===== config.mk =====
export PLATFORM = sky130hd
export DESIGN_NAME = mulred_feed_4057
export DESIGN_NICKNAME = d
export VERILOG_FILES = /design/src/rtl/mulred_feed_4057.sv
export SDC_FILE = /design/constraint.sdc
export NUM_CORES = 1
export LEC_CHECK = 0
export ABC_AREA = 0
export BUFFER_PORTS_ARGS = -buffer_cell sky130_fd_sc_hd__buf_2
export CAP_MARGIN = 20
export CORE_MARGIN = 1.5
export CORE_UTILIZATION = 30
export CTS_BUF_LIST = sky130_fd_sc_hd__clkbuf_8
export CTS_CLUSTER_DIAMETER = 60
export CTS_CLUSTER_SIZE = 14
export DETAILED_ROUTE_END_ITERATION = 16
export PLACE_DENSITY = 0.42
export SYNTH_ARGS = -nofsm -noshare
export SYNTH_HDL_FRONTEND = slang
export SYNTH_SLANG_ARGS = --single-unit

===== constraint.sdc =====
create_clock -name clk -period 3.8 [get_ports clk]
set_clock_uncertainty 0.05 [all_clocks]
set_input_delay 0.95 -clock clk [delete_from_list [all_inputs] [get_ports clk]]
set_output_delay 0.95 -clock clk [all_outputs]
set_load 0.01 [all_outputs]

===== src/rtl/mulred_feed_4057.sv =====
// Operand feeder for a Barrett reducer: a radix-2 shift-add multiply followed by one
// conditional subtraction of Q<<(W-1), so a valid product leaves in 2W-1 bits.
module mulred_feed_4057 #(
    parameter int Q = 4057,
    parameter int W = 12
) (
    input  logic           clk,
    input  logic           rst,
    input  logic           in_valid,
    output logic           in_ready,
    input  logic [W-1:0]   op_x,
    input  logic [W-1:0]   op_y,
    output logic           out_valid,
    input  logic           out_ready,
    output logic [2*W-2:0] dout_a,
    output logic           out_err,
    output logic [1:0]     dbg_state
);
    localparam int PW = 2 * W;
    localparam int OW = 2 * W - 1;
    localparam int CW = $clog2(W);
    localparam logic [W:0]    Q_W    = (W + 1)'(Q);
    localparam logic [PW-1:0] FOLD_K = PW'(Q) << (W - 1);
    localparam logic [CW-1:0] CNT_LAST = CW'(W - 1);

    // Handshake: a transfer happens on a rising edge where valid and ready are both 1;
    // in_ready is high only in IDLE, out_valid only in HOLD, and a held result never changes.
    typedef enum logic [1:0] {S_IDLE, S_MUL, S_FOLD, S_HOLD} state_t;

    state_t        r_state;
    state_t        w_next;
    logic [W-1:0]  r_x;
    logic [W-1:0]  r_y;
    logic [PW-1:0] r_acc;
    logic [CW-1:0] r_cnt;
    logic [OW-1:0] r_dout;
    logic          r_err;
    logic [PW-1:0] w_addend;
    logic [OW-1:0] w_fold;

    assign w_addend = {{W{1'b0}}, r_x} << r_cnt;
    // Subtracting in OW bits gives the same truncated result as a full-width subtract.
    assign w_fold = (r_acc >= FOLD_K) ? (r_acc[OW-1:0] - FOLD_K[OW-1:0]) : r_acc[OW-1:0];

    always_comb begin
        w_next = r_state;
        case (r_state)
            S_IDLE:  if (in_valid) w_next = S_MUL;
            S_MUL:   if (r_cnt == CNT_LAST) w_next = S_FOLD;
            S_FOLD:  w_next = S_HOLD;
            S_HOLD:  if (out_ready) w_next = S_IDLE;
            default: w_next = S_IDLE;
        endcase
    end

    always_ff @(posedge clk or posedge rst) begin
        if (rst) begin
            r_state <= S_IDLE;
        end else begin
            r_state <= w_next;
        end
    end

    always_ff @(posedge clk or posedge rst) begin
        if (rst) begin
            r_x    <= '0;
            r_y    <= '0;
            r_acc  <= '0;
            r_cnt  <= '0;
            r_dout <= '0;
            r_err  <= 1'b0;
        end else begin
            case (r_state)
                S_IDLE: begin
                    if (in_valid) begin
                        r_x   <= op_x;
                        r_y   <= op_y;
                        r_err <= ({1'b0, op_x} >= Q_W) | ({1'b0, op_y} >= Q_W);
                        r_acc <= '0;
                        r_cnt <= '0;
                    end
                end
                S_MUL: begin
                    if (r_y[r_cnt]) begin
                        r_acc <= r_acc + w_addend;
                    end
                    r_cnt <= (r_cnt == CNT_LAST) ? '0 : r_cnt + CW'(1);
                end
                S_FOLD: begin
                    r_dout <= w_fold;
                end
                default: begin
                end
            endcase
        end
    end

    assign in_ready  = (r_state == S_IDLE);
    assign out_valid = (r_state == S_HOLD);
    assign dout_a    = r_dout;
    assign out_err   = r_err;
    assign dbg_state = r_state;

endmodule

Yosys cells after proc, flatten, opt, wreduce, memory -nomap -nowiden --
Cells that the tools add are included.
Word-level totals: word-level logic and storage cells 43, input bits 28, register bits after elaboration 78, output and inout port bits 28
Operators by class: shifts and indexed selects 1, add/subtract/negate cells 3, multiplexer cells 13, equality and inequality tests 8, $lt $le $gt $ge 4, bitwise gates (word level) 1, reductions and logical operators 6
Operator list (number):
- $mux 24 | 2
- $pmux 24 s2 | 1
- $add 24x24->24 | 1
- $ge 12x12->1 const B | 2
- $ge 24x23->1 const B | 1
- $shl 12x4->24 | 1
- $mux 23 | 1
- $sub 23x23->23 const B | 1
- $mux 4 | 2
- $pmux 2 s4 | 1
- $pmux 4 s2 | 1
- $mux 2 | 3
- $ne 2x2->1 const B | 3
- $reduce_and 3->1 | 2
- $lt 4x5->1 const B | 1
- $add 4x1->4 const B | 1
- $bmux 1 s4 | 1
- $eq 2x2->1 const B | 2
- $eq 4x4->1 const B | 1
- $reduce_and 2->1 | 2
- $eq 2x1->1 const B | 1
- $logic_not 2->1 | 1
- $ne 2x1->1 const B | 1
- $reduce_bool 2->1 | 1
- other kinds (2) | 2

Depth between registers and ports, before layout --
depth in word-level cells 4, mapped depth 17, depth with buffers taken out 15

Least setup slack after synthesis --
No wires, ideal clock.
kind reg-to-reg, start point reg r_cnt[0], end point reg r_acc[21], arrival time 3089 ps, setup slack 520 ps, period minus slack after synthesis 3280 ps, cell stages (with the launch flop) 16, setup time 141 ps, data required time 3609 ps, path buffers 2, path through dfrtp_1 buf_6 buf_2 mux2i_1 nand2_1 o21ai_0 o21ai_0 nor2b_1 ha_1 nand2_1 o21ai_0 a221o_1 a41o_1 a22oi_2 xor2_1 o31ai_2
On the way: cells in the longest elaborated chain, start to end 4, elaborated cells on any way between the ends 8, those cells by class add/sub: 1; eq/ne: 1; shift: 1; mux: 4; reduce/logical: 1
Ends and longest elaborated chain:
- start, declared | RTL line 35 | logic [CW-1:0] r_cnt;
- start signal, assigned | RTL line 87 | r_cnt <= (r_cnt == CNT_LAST) ? '0 : r_cnt + CW'(1);
- $shl 12x4->24 / $bmux 1 s4 (equally long branches) | RTL line 41, 84
- $add 24x24->24 / $mux 1 (equally long branches) | RTL line 85, 84
- $mux 24 / $ne 2x2->1 (equally long branches)
- $pmux 24 s2 / $reduce_and 3->1 (equally long branches)
- end signal, assigned | RTL line 85 | r_acc <= r_acc + w_addend;
- end, declared | RTL line 34 | logic [PW-1:0] r_acc;
Parallel ways exist; a longest one is shown, timed or not. The select of a mux whose other input is x is not followed. A chain may end at the register's enable or synchronous reset.

Worst setup path in the final report --
start point reg r_cnt[0], end point reg r_acc[16]
Same word-level chain as after synthesis.

==> metrics.md <==
| Metric | Value |
|---|---|
| Status | complete, no violations |
| Number of antenna violations at the first check in global routing | 0 |
| Post-synth top flop | dfrtp_1 |
| Slew margin rel. | 58.80% |
| HP Class | flop to flop |
| Count of input and output buffers | 55 |
| Routed Antenna Nets | 0 |
| IO Count | 56 |
| Post-Synth Simple-Gate Area | 15.03% |
| Slew @ Worst Pin | 0.6173 ns |
| Total wire length | 13.31 mm |
| Register area share after synthesis | 37.64% |
| Grt ovf | 0 |
| Placed wire-length estimate | 10.45 mm |
| RD Place Congestion | 0.8271 |
| Power Dens Cells | 842.4 mW/mm^2 |
| Fin. max-slew vios | 0 |
| Slowest cell on the critical path | a2111oi_4 |
| Hold-fix buffers, CTS | 0 |
| GRT Util Overall | 15.57% |
| Max_cap viols | 0 |
| Final Power | 5.018 mW |
| WL/cell | 16.05 um |
| Final setup violation count | 0 |
| Ys async rst share | 100.0% |
| Initial DRC Count | 241 |
| Tcrit/Tclk final | 93.12% |
| Worst-Skew Late Latency | 0.37 ns |
| CP cell instances | mux2_2 > o21ai_0 > mux2_2 > nor2_1 > ha_1 > a21oi_1 > o21ai_0 > a21o_1 > a2111oi_4 > o31ai_1 > xnor2_1 > o22ai_1 |
| Die ar. | 0.01808 sq mm |
| Number of synthesized register bits | 78 |
| P&R area growth vs syn | 14.89% |
| Syn Inst Count | 550 |
| Crit end category | flop |
| H-tree Lvls | 3 |
| Clk buf depth | 2 |
| Nets | 663 |
| Ant diodes | 0 |
| DRC viols | 0 |
| Area occupied by multi-input gates | 0.003027 sq mm |
| Vias in the first global route | 4152 |
| Largest family of logic cells by synthesized area | compound AO/OA/AOI/OAI gates |
| CTS sink count | 78 |
| Register area | 0.001952 sq mm |
| Root Driver | clkbuf_8 |
| Adder-cell area share of the yosys netlist | 7.384% |
| Die X | 134.5 um |
| Starting Density | 30.94% |
| CTS tree | yes |
| Tmin final | 3.539 ns |
| LEAKAGE | 2.704 nW |
| F_max | 282.6 MHz |
| Clk slew on worst S/H paths | 0.08 ns |
| Synthesis Warnings | 0 |
| Mux cell area share after synthesis | 11.94% |
| Std-Cell Rows | 47 |
| Post-synth net total | 608 |
| XOR/XNOR Fraction of Synth Area | 5.236% |
| Critical path required time | 3.99 ns |
| Largest net degree at the start of global routing | 34 |
| Synthesized cell area | 0.005185 sq mm |
| Cell variety after synth | 62 |
| Pre-CTS setup slack | 0.2256 ns |
| Startpoint types | flop |
| Final setup margin | 0.2614 ns |
| First-pass GRT wire length | 21.94 mm |
| Critical path class | flop to flop |
| Compound-cell area share of the yosys netlist | 18.77% |
| CP bufs+invs | 0 |
| TritonCTS Buffers | 9 |
| Critical path's top delay family | compound AO/OA/AOI/OAI gates |
| DR pass1 iterations | 5 |
| Setup_tns | 0 ns |
| Core area | 0.01676 sq mm |
| Avg Inst Size Synth | 9.427 sq um |
| RSZ-0062 raised after global routing | false |
| Hold Violations, Final | 0 |
| Die height | 134.5 um |
| Worst-path maximum fanout | 6 |
| Post-cts resize count | 0 |
| Number of flops mapped to enable cells by yosys | 0 |
| Share of post-route cells with drive strength above 1 | 24.47% |
| Postcts setup bufs | 0 |
| VDD IR max | 271.7 uV |
| Via Count | 4186 |
| Max incr delay on CP | 0.47 ns |
| CP Data Arrival Time | 3.73 ns |
| Finished Core Util | 35.54% |
| Via-to-Cell Ratio | 5.049 |
| Fill cell total of the finished layout | 1764 |
==> where the power goes <==
group          total [mW]  switching [mW]  internal [mW]
logic                2.93            1.71           1.22
registers            1.40           0.248           1.15
clock network       0.686           0.325          0.361
==> registers in the layout, indices dropped and copies added (netlist names) <==
signal	flops
r_x	12
r_acc	24
r_cnt	4
dout_a	23
dbg_state	2
out_err	1
r_y	12
==> layer usage <==
metal  wire, um  track usage [%]  vias up
met5          0                0        -
met4        228            5.854        0
met3        465            2.515       15
met2       6149            25.16       76
met1       6465            20.98     2001
li1           -                -     2094
==> per-stage QoR <==
step	hold slack [ns]	instance area, sq um	cells
after floorplan	0.4194	5185	550
after global routing	0.4668	5957	829
after detailed placement	0.4293	5725	813
final	0.4416	5957	829
after CTS	0.4511	5929	828
after global placement	0.4154	5725	813
==> kinds of logic after synthesis <==
logic type               after synthesis
flip-flops                            78
XOR/XNOR                              31
buffers and inverters                 44
adder cells (fa/ha/maj)               30
multiplexers                          54
AO/OA/AOI/OAI                        142
AND/OR/NAND/NOR                      171
==> cell usage in the layout (no fill, tap or decap), types with 6 or more instances in the layout <==
master    count
o21ai_0      30
o31ai_1       9
a21o_1        7
buf_2        55
nand3_1      15
dfrtp_1      78
o31ai_2       7
mux2i_1       9
nand2b_1      6
nand4_1       7
a21oi_1      38
nor3_1        9
buf_4        15
clkbuf_8      9
xor2_1       13
inv_1        16
nor2b_1       7
xnor2_1      18
nor2_1       37
mux2_2       43
o21ai_1      11
nand2_1      71
ha_1         29
==> synth_stat cells (2+ instances only) <==
cell type	instances	area share, %
a21o_1	7	1.0
a21oi_1	38	3.7
a221o_1	2	0.39
a22o_1	2	0.34
a31oi_1	5	0.60
a41o_1	2	0.39
and2_1	3	0.36
and3_1	5	0.60
buf_2	4	0.39
buf_6	4	0.87
clkbuf_1	18	1.3
dfrtp_1	78	38
ha_1	29	7.0
inv_1	15	1.1
mux2_2	43	9.3
mux2i_1	9	1.7
mux4_2	2	0.87
nand2_1	71	5.1
nand2b_1	6	0.72
nand3_1	15	1.4
nand4_1	7	0.84
nor2_1	37	2.7
nor2b_1	7	0.84
nor3_1	9	0.87
nor3b_1	2	0.29
nor4_1	2	0.24
o21a_1	3	0.43
o21ai_0	31	3.0
o21ai_1	10	0.97
o21bai_1	2	0.29
o22ai_1	4	0.48
o31a_1	3	0.51
o31ai_1	9	1.3
o31ai_2	7	1.7
or3_1	3	0.36
xnor2_1	18	3.0
xor2_1	13	2.2
==> worst register-to-register path: stages (launching register included) <==
cell and delay [ns]:
dfrtp_1 0.45, mux2_2 0.38, o21ai_0 0.30, mux2_2 0.27
nor2_1 0.07, ha_1 0.33, a21oi_1 0.21, o21ai_0 0.14
a21o_1 0.28, a2111oi_4 0.47, o31ai_1 0.15, xnor2_1 0.22
o22ai_1 0.10
==> layout make-up <==
type / instances / share of cell area [%]
Clock buffer: 9 / 2.079
Multi-Input combinational cell: 428 / 50.81
Timing Repair Buffer: 72 / 7.309
Tap cell: 220 / 4.621
Inverter: 16 / 1.071
Sequential cell: 78 / 32.77
Clock inverter: 6 / 1.344
==> worst paths after layout <==
path                          start      endpoint  slack, ns  cells past startpoint
hold / removal              out_err       out_err       0.44                      2
max in group asynchronous       rst      r_cnt[0]       2.36                      3
setup reg to reg           r_cnt[0]     r_acc[16]       0.26                     12
setup / recovery           r_cnt[0]     r_acc[16]       0.26                     12
min in group asynchronous       rst  dbg_state[1]       0.56                      2
hold reg to reg             out_err       out_err       0.44                      2
(Power assumes the default switching activity.)
